===== src/rtl/lcd_spi_rx_if.sv =====
// Link and decoded-output bundle for the serial LCD receiver.
interface lcd_spi_rx_if;
  logic        sda;
  logic        scl;
  logic        cs;
  logic        rs;
  logic        byte_valid;
  logic [7:0]  byte_data;
  logic        byte_rs;
  logic        pixel_valid;
  logic [15:0] pixel;
  logic [7:0]  px;
  logic [7:0]  py;
  logic        frame_start;
  logic        frame_error;

  // Link driver side (transmitter / bench).
  modport master (
    output sda, scl, cs, rs,
    input  byte_valid, byte_data, byte_rs, pixel_valid, pixel, px, py,
           frame_start, frame_error
  );

  // Receiver side.
  modport slave (
    input  sda, scl, cs, rs,
    output byte_valid, byte_data, byte_rs, pixel_valid, pixel, px, py,
           frame_start, frame_error
  );
endinterface


===== src/rtl/lcd_spi_rx.sv =====
// Oversampling receiver for the 3-wire LCD link: deserialises bytes and
// decodes CASET/RASET/RAMWR into addressed RGB565 pixels.
module lcd_spi_rx #(
  parameter int unsigned SYNC_STAGES = 2,
  parameter logic [7:0]  CMD_CASET   = 8'h2A,
  parameter logic [7:0]  CMD_RASET   = 8'h2B,
  parameter logic [7:0]  CMD_RAMWR   = 8'h2C
) (
  input  logic           clk,
  input  logic           reset,
  lcd_spi_rx_if.slave    bus
);

  localparam int unsigned SYNC_W = 4;
  localparam int unsigned BYTE_W = 8;
  localparam int unsigned PIX_W  = 16;
  // Idle link as seen after reset: cs high, everything else low ({rs,cs,scl,sda}).
  localparam logic [SYNC_W-1:0] SYNC_IDLE = 4'b0100;

  typedef enum logic [1:0] {ST_IDLE, ST_COL, ST_ROW, ST_PIX} state_e;

  logic [SYNC_STAGES-1:0][SYNC_W-1:0] sync_q, sync_d;
  logic              scl_prev_q, scl_prev_d;
  logic              sda_s, scl_s, cs_s, rs_s, rise_c, abort_c;
  logic [2:0]        cnt_q, cnt_d;
  logic [BYTE_W-1:0] shift_q, shift_d;
  logic              byte_valid_q, byte_valid_d;
  logic [BYTE_W-1:0] byte_data_q, byte_data_d;
  logic              byte_rs_q, byte_rs_d;

  state_e            state_q, state_d;
  logic [1:0]        idx_q, idx_d;
  logic [BYTE_W-1:0] xs_q, xs_d, xe_q, xe_d, ys_q, ys_d, ye_q, ye_d;
  logic [BYTE_W-1:0] col_q, col_d, row_q, row_d;
  logic              half_q, half_d;
  logic [BYTE_W-1:0] hi_q, hi_d;
  logic              pixel_valid_q, pixel_valid_d;
  logic [PIX_W-1:0]  pixel_q, pixel_d;
  logic [BYTE_W-1:0] px_q, px_d, py_q, py_d;
  logic              frame_start_q, frame_start_d;
  logic              frame_error_q, frame_error_d;

  assign sda_s  = sync_q[SYNC_STAGES-1][0];
  assign scl_s  = sync_q[SYNC_STAGES-1][1];
  assign cs_s   = sync_q[SYNC_STAGES-1][2];
  assign rs_s   = sync_q[SYNC_STAGES-1][3];
  assign rise_c = scl_s & ~scl_prev_q;

  // Synchroniser chain, scl edge detect and bit/byte assembly.
  always_comb begin
    sync_d[0] = {bus.rs, bus.cs, bus.scl, bus.sda};
    for (int i = 1; i < int'(SYNC_STAGES); i++) sync_d[i] = sync_q[i-1];
    scl_prev_d   = scl_s;
    cnt_d        = cnt_q;
    shift_d      = shift_q;
    byte_valid_d = 1'b0;
    byte_data_d  = byte_data_q;
    byte_rs_d    = byte_rs_q;
    abort_c      = 1'b0;
    if (cs_s) begin
      cnt_d   = 3'd0;
      abort_c = (cnt_q != 3'd0);
    end else if (rise_c) begin
      shift_d = {shift_q[BYTE_W-2:0], sda_s};
      cnt_d   = cnt_q + 3'd1;
      if (cnt_q == 3'd7) begin
        byte_valid_d = 1'b1;
        byte_data_d  = {shift_q[BYTE_W-2:0], sda_s};
        byte_rs_d    = rs_s;
      end
    end
  end

  // Deserialiser registers.
  always_ff @(posedge clk or negedge reset) begin
    if (!reset) begin
      sync_q       <= {SYNC_STAGES{SYNC_IDLE}};
      scl_prev_q   <= 1'b0;
      cnt_q        <= 3'd0;
      shift_q      <= '0;
      byte_valid_q <= 1'b0;
      byte_data_q  <= '0;
      byte_rs_q    <= 1'b0;
    end else begin
      sync_q       <= sync_d;
      scl_prev_q   <= scl_prev_d;
      cnt_q        <= cnt_d;
      shift_q      <= shift_d;
      byte_valid_q <= byte_valid_d;
      byte_data_q  <= byte_data_d;
      byte_rs_q    <= byte_rs_d;
    end
  end

  // Command decoder: window capture, pixel pairing and cursor advance.
  always_comb begin
    state_d       = state_q;
    idx_d         = idx_q;
    xs_d          = xs_q;
    xe_d          = xe_q;
    ys_d          = ys_q;
    ye_d          = ye_q;
    col_d         = col_q;
    row_d         = row_q;
    half_d        = half_q;
    hi_d          = hi_q;
    pixel_valid_d = 1'b0;
    pixel_d       = pixel_q;
    px_d          = px_q;
    py_d          = py_q;
    frame_start_d = 1'b0;
    frame_error_d = frame_error_q;
    if (byte_valid_q) begin
      if (!byte_rs_q) begin
        idx_d  = 2'd0;
        half_d = 1'b0;
        if (byte_data_q == CMD_CASET) begin
          state_d = ST_COL;
        end else if (byte_data_q == CMD_RASET) begin
          state_d = ST_ROW;
        end else if (byte_data_q == CMD_RAMWR) begin
          state_d       = ST_PIX;
          col_d         = xs_q;
          row_d         = ys_q;
          frame_start_d = 1'b1;
        end else begin
          state_d = ST_IDLE;
        end
      end else begin
        case (state_q)
          ST_COL, ST_ROW: begin
            if (idx_q == 2'd1) begin
              if (state_q == ST_COL) xs_d = byte_data_q;
              else                   ys_d = byte_data_q;
            end
            if (idx_q == 2'd3) begin
              if (state_q == ST_COL) xe_d = byte_data_q;
              else                   ye_d = byte_data_q;
              state_d = ST_IDLE;
            end
            idx_d = idx_q + 2'd1;
          end
          ST_PIX: begin
            if (!half_q) begin
              hi_d   = byte_data_q;
              half_d = 1'b1;
            end else begin
              half_d        = 1'b0;
              pixel_valid_d = 1'b1;
              pixel_d       = {hi_q, byte_data_q};
              px_d          = col_q;
              py_d          = row_q;
              if (col_q == xe_q) begin
                col_d = xs_q;
                row_d = (row_q == ye_q) ? ys_q : row_q + 8'd1;
              end else begin
                col_d = col_q + 8'd1;
              end
            end
          end
          default: ;
        endcase
      end
    end
    if (frame_start_d) frame_error_d = 1'b0;
    if (abort_c)       frame_error_d = 1'b1;
  end

  // Decoder registers.
  always_ff @(posedge clk or negedge reset) begin
    if (!reset) begin
      state_q       <= ST_IDLE;
      idx_q         <= 2'd0;
      xs_q          <= 8'h00;
      xe_q          <= 8'hFF;
      ys_q          <= 8'h00;
      ye_q          <= 8'hFF;
      col_q         <= 8'h00;
      row_q         <= 8'h00;
      half_q        <= 1'b0;
      hi_q          <= 8'h00;
      pixel_valid_q <= 1'b0;
      pixel_q       <= '0;
      px_q          <= 8'h00;
      py_q          <= 8'h00;
      frame_start_q <= 1'b0;
      frame_error_q <= 1'b0;
    end else begin
      state_q       <= state_d;
      idx_q         <= idx_d;
      xs_q          <= xs_d;
      xe_q          <= xe_d;
      ys_q          <= ys_d;
      ye_q          <= ye_d;
      col_q         <= col_d;
      row_q         <= row_d;
      half_q        <= half_d;
      hi_q          <= hi_d;
      pixel_valid_q <= pixel_valid_d;
      pixel_q       <= pixel_d;
      px_q          <= px_d;
      py_q          <= py_d;
      frame_start_q <= frame_start_d;
      frame_error_q <= frame_error_d;
    end
  end

  assign bus.byte_valid  = byte_valid_q;
  assign bus.byte_data   = byte_data_q;
  assign bus.byte_rs     = byte_rs_q;
  assign bus.pixel_valid = pixel_valid_q;
  assign bus.pixel       = pixel_q;
  assign bus.px          = px_q;
  assign bus.py          = py_q;
  assign bus.frame_start = frame_start_q;
  assign bus.frame_error = frame_error_q;

endmodule


===== src/flat_wrapper.sv =====
// flat-port wrapper written by rule: the top's interface ports become plain ports
module lcd_spi_rx_flat 
#(
  parameter int unsigned SYNC_STAGES = 2,
  parameter logic [7:0]  CMD_CASET   = 8'h2A,
  parameter logic [7:0]  CMD_RASET   = 8'h2B,
  parameter logic [7:0]  CMD_RAMWR   = 8'h2C
)
  (clk, reset, bus_sda, bus_scl, bus_cs, bus_rs, bus_byte_valid, bus_byte_data, bus_byte_rs, bus_pixel_valid, bus_pixel, bus_px, bus_py, bus_frame_start, bus_frame_error);
  lcd_spi_rx_if bus_i ();
  input  logic clk;
  input  logic reset;
  input wire logic [$bits(bus_i.sda)-1:0] bus_sda;
  input wire logic [$bits(bus_i.scl)-1:0] bus_scl;
  input wire logic [$bits(bus_i.cs)-1:0] bus_cs;
  input wire logic [$bits(bus_i.rs)-1:0] bus_rs;
  output wire logic [$bits(bus_i.byte_valid)-1:0] bus_byte_valid;
  output wire logic [$bits(bus_i.byte_data)-1:0] bus_byte_data;
  output wire logic [$bits(bus_i.byte_rs)-1:0] bus_byte_rs;
  output wire logic [$bits(bus_i.pixel_valid)-1:0] bus_pixel_valid;
  output wire logic [$bits(bus_i.pixel)-1:0] bus_pixel;
  output wire logic [$bits(bus_i.px)-1:0] bus_px;
  output wire logic [$bits(bus_i.py)-1:0] bus_py;
  output wire logic [$bits(bus_i.frame_start)-1:0] bus_frame_start;
  output wire logic [$bits(bus_i.frame_error)-1:0] bus_frame_error;
  assign bus_i.sda = bus_sda;
  assign bus_i.scl = bus_scl;
  assign bus_i.cs = bus_cs;
  assign bus_i.rs = bus_rs;
  assign bus_byte_valid = bus_i.byte_valid;
  assign bus_byte_data = bus_i.byte_data;
  assign bus_byte_rs = bus_i.byte_rs;
  assign bus_pixel_valid = bus_i.pixel_valid;
  assign bus_pixel = bus_i.pixel;
  assign bus_px = bus_i.px;
  assign bus_py = bus_i.py;
  assign bus_frame_start = bus_i.frame_start;
  assign bus_frame_error = bus_i.frame_error;
  lcd_spi_rx #(.SYNC_STAGES(SYNC_STAGES), .CMD_CASET(CMD_CASET), .CMD_RASET(CMD_RASET), .CMD_RAMWR(CMD_RAMWR)) u_core (.clk(clk), .reset(reset), .bus(bus_i));
endmodule

===== config.mk =====
export PLATFORM = sky130hd
export DESIGN_NAME = lcd_spi_rx_flat
export DESIGN_NICKNAME = d
export VERILOG_FILES = /design/src/rtl/lcd_spi_rx_if.sv /design/src/rtl/lcd_spi_rx.sv /design/src/flat_wrapper.sv
export SDC_FILE = /design/constraint.sdc
export NUM_CORES = 1
export LEC_CHECK = 0
export CAP_MARGIN = 20
export CORE_MARGIN = 2
export CORE_UTILIZATION = 37
export CTS_CLUSTER_DIAMETER = 100
export DETAILED_ROUTE_END_ITERATION = 12
export PLACE_DENSITY = 0.7
export SETUP_SLACK_MARGIN = 0.02
export SKIP_CTS_REPAIR_TIMING = 1
export SLEW_MARGIN = 5
export SYNTH_ARGS = -nofsm -noshare
export SYNTH_HDL_FRONTEND = slang
export SYNTH_SLANG_ARGS = --single-unit

===== constraint.sdc =====
create_clock -name clk -period 2.2 [get_ports clk]
set_clock_uncertainty 0.2 [all_clocks]
set_input_delay 0.44 -clock clk [delete_from_list [all_inputs] [get_ports clk]]
set_output_delay 0.44 -clock clk [all_outputs]
set_load 0.1 [all_outputs]

== Word-level counts from Yosys, hierarchy flattened ==
Index checks and enable logic that the tools add are counted.

* $add $sub $neg: 4
* Multipliers: 0
* Div/mod/pow operators: 0
* $lt $le $gt $ge: 0
* Eq/ne operators: 18
* Shift-type cells: 0
* Muxes and demuxes: 43
* Bitwise logic cells: 5
* Reduce and logical (&&, ||, !) cells: 18

{| class="wikitable"
|+ Operators with widths
! cell !! number
|-
| 8-bit two-way mux || 15
|-
| 8-bit by 6-bit == test with 1-bit output, second input constant || 3
|-
| 5-bit AND reduction || 4
|-
| 1-bit two-way mux || 18
|-
| 8-bit by 1-bit adder with 8-bit output, second input constant || 2
|-
| 8-bit == test || 2
|-
| 2-bit two-way mux || 8
|-
| 2-bit inequality test, second input constant || 5
|-
| 4-bit AND reduction || 2
|-
| 7-bit AND reduction || 1
|-
| 2-bit == test, second input constant || 3
|-
| 3-bit two-way mux || 2
|-
| 2-bit AND reduction || 3
|-
| 3-bit AND reduction || 2
|-
| 6-bit AND reduction || 1
|-
| 2-bit nonzero test || 3
|-
| 2-bit by 1-bit == test with 1-bit output, second input constant || 2
|-
| 2-bit by 1-bit inequality test with 1-bit output, second input constant || 2
|-
| 1-bit NOT || 4
|-
| 3-bit by 1-bit adder with 3-bit output, second input constant || 1
|-
| 3-bit == test, second input constant || 1
|-
| 3-bit nonzero test || 1
|-
| 2-bit by 1-bit adder with 2-bit output, second input constant || 1
|-
| 2-bit OR reduction || 1
|-
| 1-bit bitwise AND || 1
|}

* Register bits: 125
* Latch bits: 0
* RAM bits: 0
* Memory bits (read-only): 0
* Input port bits: 6
* Output and inout bits: 45
* Memories: 0

== Depth between registers and ports, before layout ==
* Word-level depth: 8
* Gate-level depth with buffers: 7
* Depth with buffers taken out: 6

== Worst setup path before layout ==
No wires, ideal clock.

* Path kind: register to register
* Start point: reg u_core.byte_data_q[5], in the netlist u_core.bus.byte_data[5]
* End point: reg u_core.row_q[1]
* Data arrival time: 2.416 ns
* Data required time: 1.875 ns
* Setup slack: -0.541 ns
* Cell stages (with the launch flop): 6
* Buffers on the path: 0
* Period minus slack after synthesis: 2.741 ns
* Cell sequence: dfrtp_1 or4b_4 o31ai_4 nand2_2 nor2_4 mux2_2

* Word-level cells in the longest chain between the ends: 3
* Elaborated cells between the ends (all ways): 7

{| class="wikitable"
|+ RTL lines
! what !! line !! text
|-
| start, declared || lcd_spi_rx.sv:28 || <nowiki>logic [BYTE_W-1:0] byte_data_q, byte_data_d;</nowiki>
|-
| start signal, assigned || lcd_spi_rx.sv:90 || <nowiki>byte_data_q <= byte_data_d;</nowiki>
|-
| 8-bit by 6-bit == test with 1-bit output (on tied branches) || lcd_spi_rx.sv:117, lcd_spi_rx.sv:119, lcd_spi_rx.sv:121 ||
|-
| 2-bit by 1-bit inequality test with 1-bit output (no source line) or 2-bit nonzero test (tied branches) || - ||
|-
| 7-bit AND reduction (no source line) * || - ||
|-
| end signal, assigned || lcd_spi_rx.sv:196 || <nowiki>row_q <= row_d;</nowiki>
|-
| end, declared || lcd_spi_rx.sv:34 || <nowiki>logic [BYTE_W-1:0] col_q, col_d, row_q, row_d;</nowiki>
|}

Every way passes the cells marked *; elsewhere a longest branch is shown, timed or not.
A chain may end at the register's enable or synchronous reset.

== Final worst setup path ==
* Start point: reg u_core.byte_data_q[7], in the netlist u_core.bus.byte_data[7]
* End point: reg u_core.col_q[5]

* Word-level cells in the longest chain between the ends: 3
* Elaborated cells between the ends (all ways): 7

{| class="wikitable"
|+ RTL lines
! what !! line !! text
|-
| 8-bit by 6-bit == test with 1-bit output (on tied branches) || lcd_spi_rx.sv:117, lcd_spi_rx.sv:119, lcd_spi_rx.sv:121 ||
|-
| 2-bit by 1-bit inequality test with 1-bit output (no source line) or 2-bit nonzero test (tied branches) || - ||
|-
| 6-bit AND reduction (no source line) * || - ||
|-
| end signal, assigned || lcd_spi_rx.sv:195 || <nowiki>col_q <= col_d;</nowiki>
|-
| end, declared || lcd_spi_rx.sv:34 ||
|}

Marks and branches as above.

==> metrics.md <==
| Metric | Value |
|---|---|
| R2R cell count | `6` |
| Hold wc startpoint | `u_core.sync_d[5]` |
| Post-layout util | `49.7%` |
| Data required, critical path | `2.33 ns` |
| Drt first-iter violations | `238` |
| Sw Pwr | `1060 uW` |
| Max cap viols | `0` |
| Port Buffers | `50` |
| Total CTS buffers | `17` |
| Sequential share of the synthesized area | `57.5%` |
| Post-Syn Nets | `483` |
| Worst vdd ir | `0.000457 V` |
| CP Buf/Inv Count | `1` |
| Tmin final | `2.25 ns` |
| Vias in the first global route | `3983` |
| Ports | `51` |
| Most area-consuming cells after synthesis | `dfrtp_1, mux2_2, dfstp_2` |
| Clock Latency Late Sink | `0.41 ns` |
| Reg2Reg Launch Point | `u_core.bus.byte_data[7]` |
| Fmax | `444 MHz` |
| Worst Path Max Fanout | `8` |
| Clock tree sinks | `125` |
| CP startpoint kind | `flop` |
| Final wirelength | `12.4 mm` |
| Final hold vios | `0` |
| Reg power frac | `46.5%` |
| Sw Ratio | `20.5%` |
| Critical-path cell list | `or4b_4, o31ai_4, and2_4, buf_6, o21ai_1, a22oi_1` |
| CP Capture Type | `flop` |
| Gr ovfl total | `0` |
| Min-Delay Path Class | `reg -> reg` |
| Crit path kind | `reg -> reg` |
| Drt via density | `4.96` |
| Yosys top cell area share | `48.8%` |
| Die height | `126 um` |
| Post-synth top flop | `dfrtp_1` |
| Net count, final | `574` |
| Max_slew headroom | `63.9%` |
| Drt pass-1 iters | `4` |
| DRC Markers | `0` |
| Root Driver | `clkbuf_16` |
| Routed len/inst | `16.4 um` |
| R2r endpoint | `u_core.col_q[5]` |
| Failing checks | `negative setup slack` |
| CP delay by family, top | `simple AND/OR/NAND/NOR gates` |
| Post-synth EDFFs | `0` |
| Final Max Tran Viols | `0` |
| Asr flop ratio synth | `100%` |
| Period utilization | `102%` |
| Starting Density | `37.9%` |
| Filler cells | `1272` |
| Pin count of the biggest net entering global routing | `77` |
| Reg area | `3180 um2` |
| Most frequent cells in the layout | `nand2_1, dfrtp_1, buf_4` |
| LEAKAGE | `0.00346 uW` |
| Synth warnings | `0` |
| HPWL after DPL | `8.59 mm` |
| Worst Hold Endpoint | `u_core.scl_prev_d` |
| Yosys top cell by area | `dfrtp_1` |
| Routability Congestion | `0.848` |
| Antenna violations before repair | `0` |
| Area Growth Syn to Fin | `31.4%` |
| Status | `finished with violations` |
| Crit path largest cell delay | `0.56 ns` |
| DR vias | `3743` |
| Die X | `126 um` |
| Worst Tran Pin Value | `0.539 ns` |
| CTS tree | `yes` |
| Pwr dens | `719 nW/um2` |
| Rows | `44` |
| RSZ-0062 raised after global routing | `true` |
| Clock Tree Buf Depth | `2` |
| #FFs+latches synth | `125` |
| Mapped Area | `5480 um2` |
| Hold Path Cell Cnt | `0` |
| Combinational fraction of design power | `2.6%` |
| Clock share of power | `51.0%` |
| Commonest non-fill, non-tap cell in the layout | `nand2_1` |
| Share of cells above drive strength 1 | `38.9%` |
| Die footprint | `15800 um2` |
| Total GRT Usage | `16.3%` |
| Pint | `4110 uW` |
| Slowest stage cell, crit path | `or4b_4` |
| Gate count of the mapped netlist | `467` |
| Worst-path clk slew | `0.05 ns` |
| Final setup TNS | `-0.294 ns` |
| H-tree Lvls | `4` |
| Reg2Reg Setup Slack | `-0.05 ns` |
| # setup viols final | `10` |
| Post-synth cell types | `46` |
| Ant diodes | `0` |
| Setup ws final | `-0.0540 ns` |
| Arrival time worst endpoint | `2.38 ns` |
| Core area | `14500 um2` |
| Area occupied by multi-input gates | `2240 um2` |
| First-pass GRT wire length | `20.3 mm` |
| Syn avg cell area | `11.7 um2` |
| Routed Antenna Nets | `0` |
==> synthesized netlist by cell type (3+ instances only) <==
cell type / instances
mux2_2: 57
o21ai_0: 15
clkbuf_1: 9
nand3_1: 5
nor3b_1: 4
nand4_1: 12
dfrtp_1: 107
buf_2: 9
and3_1: 5
dfstp_2: 18
mux2i_1: 16
a21oi_1: 5
nor2b_1: 3
xor2_1: 8
a211oi_2: 3
nor2_1: 8
o2bb2ai_1: 3
a22oi_1: 4
a2bb2oi_2: 3
nand2_1: 101
xnor2_1: 10
inv_1: 19
o21ai_1: 6
ha_1: 10
==> kinds of logic after synthesis <==
logic type	synth area share, %
AOI/OAI and AO/OA	6.85
xor gates and xnor gates	2.88
adders and majority gates	2.28
buffers and inverters	3.22
DFF	57.5
muxes	14.6
and+or+nand+nor	12.7
==> registers in the layout, summed over array words and instances (netlist names), 2 cells and up <==
| signal | cells |
|---|---|
| u_core.row_q | 8 |
| u_core.sync_d | 4 |
| u_core.state_q | 2 |
| u_core.shift_q | 7 |
| u_core.xe_q | 8 |
| u_core.xs_q | 8 |
| u_core.col_q | 8 |
| u_core.bus.pixel | 16 |
| u_core.bus.py | 8 |
| u_core.bus.px | 8 |
| u_core.ys_q | 8 |
| u_core.idx_q | 2 |
| u_core.ye_q | 8 |
| u_core.cnt_q | 3 |
| u_core.hi_q | 8 |
| u_core.bus.byte_data | 8 |
==> per-stage QoR <==
step	total power, uW	cells	instance area [um2]	worst slack (ns)	hold WS, ns
finish	5170	755	7200	-0.0540	0.146
detailed placement	2580	721	6550	-0.108	0.135
floorplan	2500	467	5530	-0.186	-0.0556
global route	5350	755	7200	-0.115	0.152
global placement	2570	721	6550	-0.0303	0.133
CTS	5220	753	7110	-0.0953	-0.269
==> final cells by class <==
| cell class | count | area share, % |
|---|---|---|
| Clock inverter | 8 | 1.29 |
| Clock buffer | 24 | 6.41 |
| Sequential cell | 125 | 44.2 |
| Inverter | 19 | 0.990 |
| Tap cell | 184 | 3.20 |
| Timing Repair Buffer | 93 | 12.8 |
| Multi-Input combinational cell | 302 | 31.1 |
==> how the worst max path moves through the flow <==
stage	start	end	depth (start not counted)	slack, ns
floorplan	u_core.bus.byte_data[1]	u_core.row_q[1]	5	-0.19
global placement	u_core.bus.byte_data[1]	u_core.row_q[1]	5	-0.03
detailed placement	u_core.bus.byte_data[1]	u_core.row_q[6]	6	-0.11
CTS	u_core.bus.byte_data[1]	u_core.row_q[6]	6	-0.1
global route	u_core.bus.byte_data[7]	u_core.col_q[5]	6	-0.11
finish	u_core.bus.byte_data[7]	u_core.col_q[5]	6	-0.05
==> power by group through the flow <==
stage          combinational, uW  clock, uW  sequential, uW
6_report                     133       2640            2410
5_1_grt                      150       2790            2410
4_1_cts                      136       2680            2410
3_5_place_dp                 136          0            2440
3_3_place_gp                 128          0            2440
2_1_floorplan               60.7          0            2440
==> layer usage <==
layer | GRT usage, % | vias up | wire length (um) | part of all wire, %
li1 | - | 1772 | - | -
met1 | 21.2 | 1863 | 5620 | 45
met2 | 26.2 | 94 | 6020 | 48
met3 | 4.93 | 14 | 593 | 4.8
met4 | 5.62 | 0 | 176 | 1.4
met5 | 0 | - | 0 | 0
No activity file was read; power rests on OpenSTA's default activity.
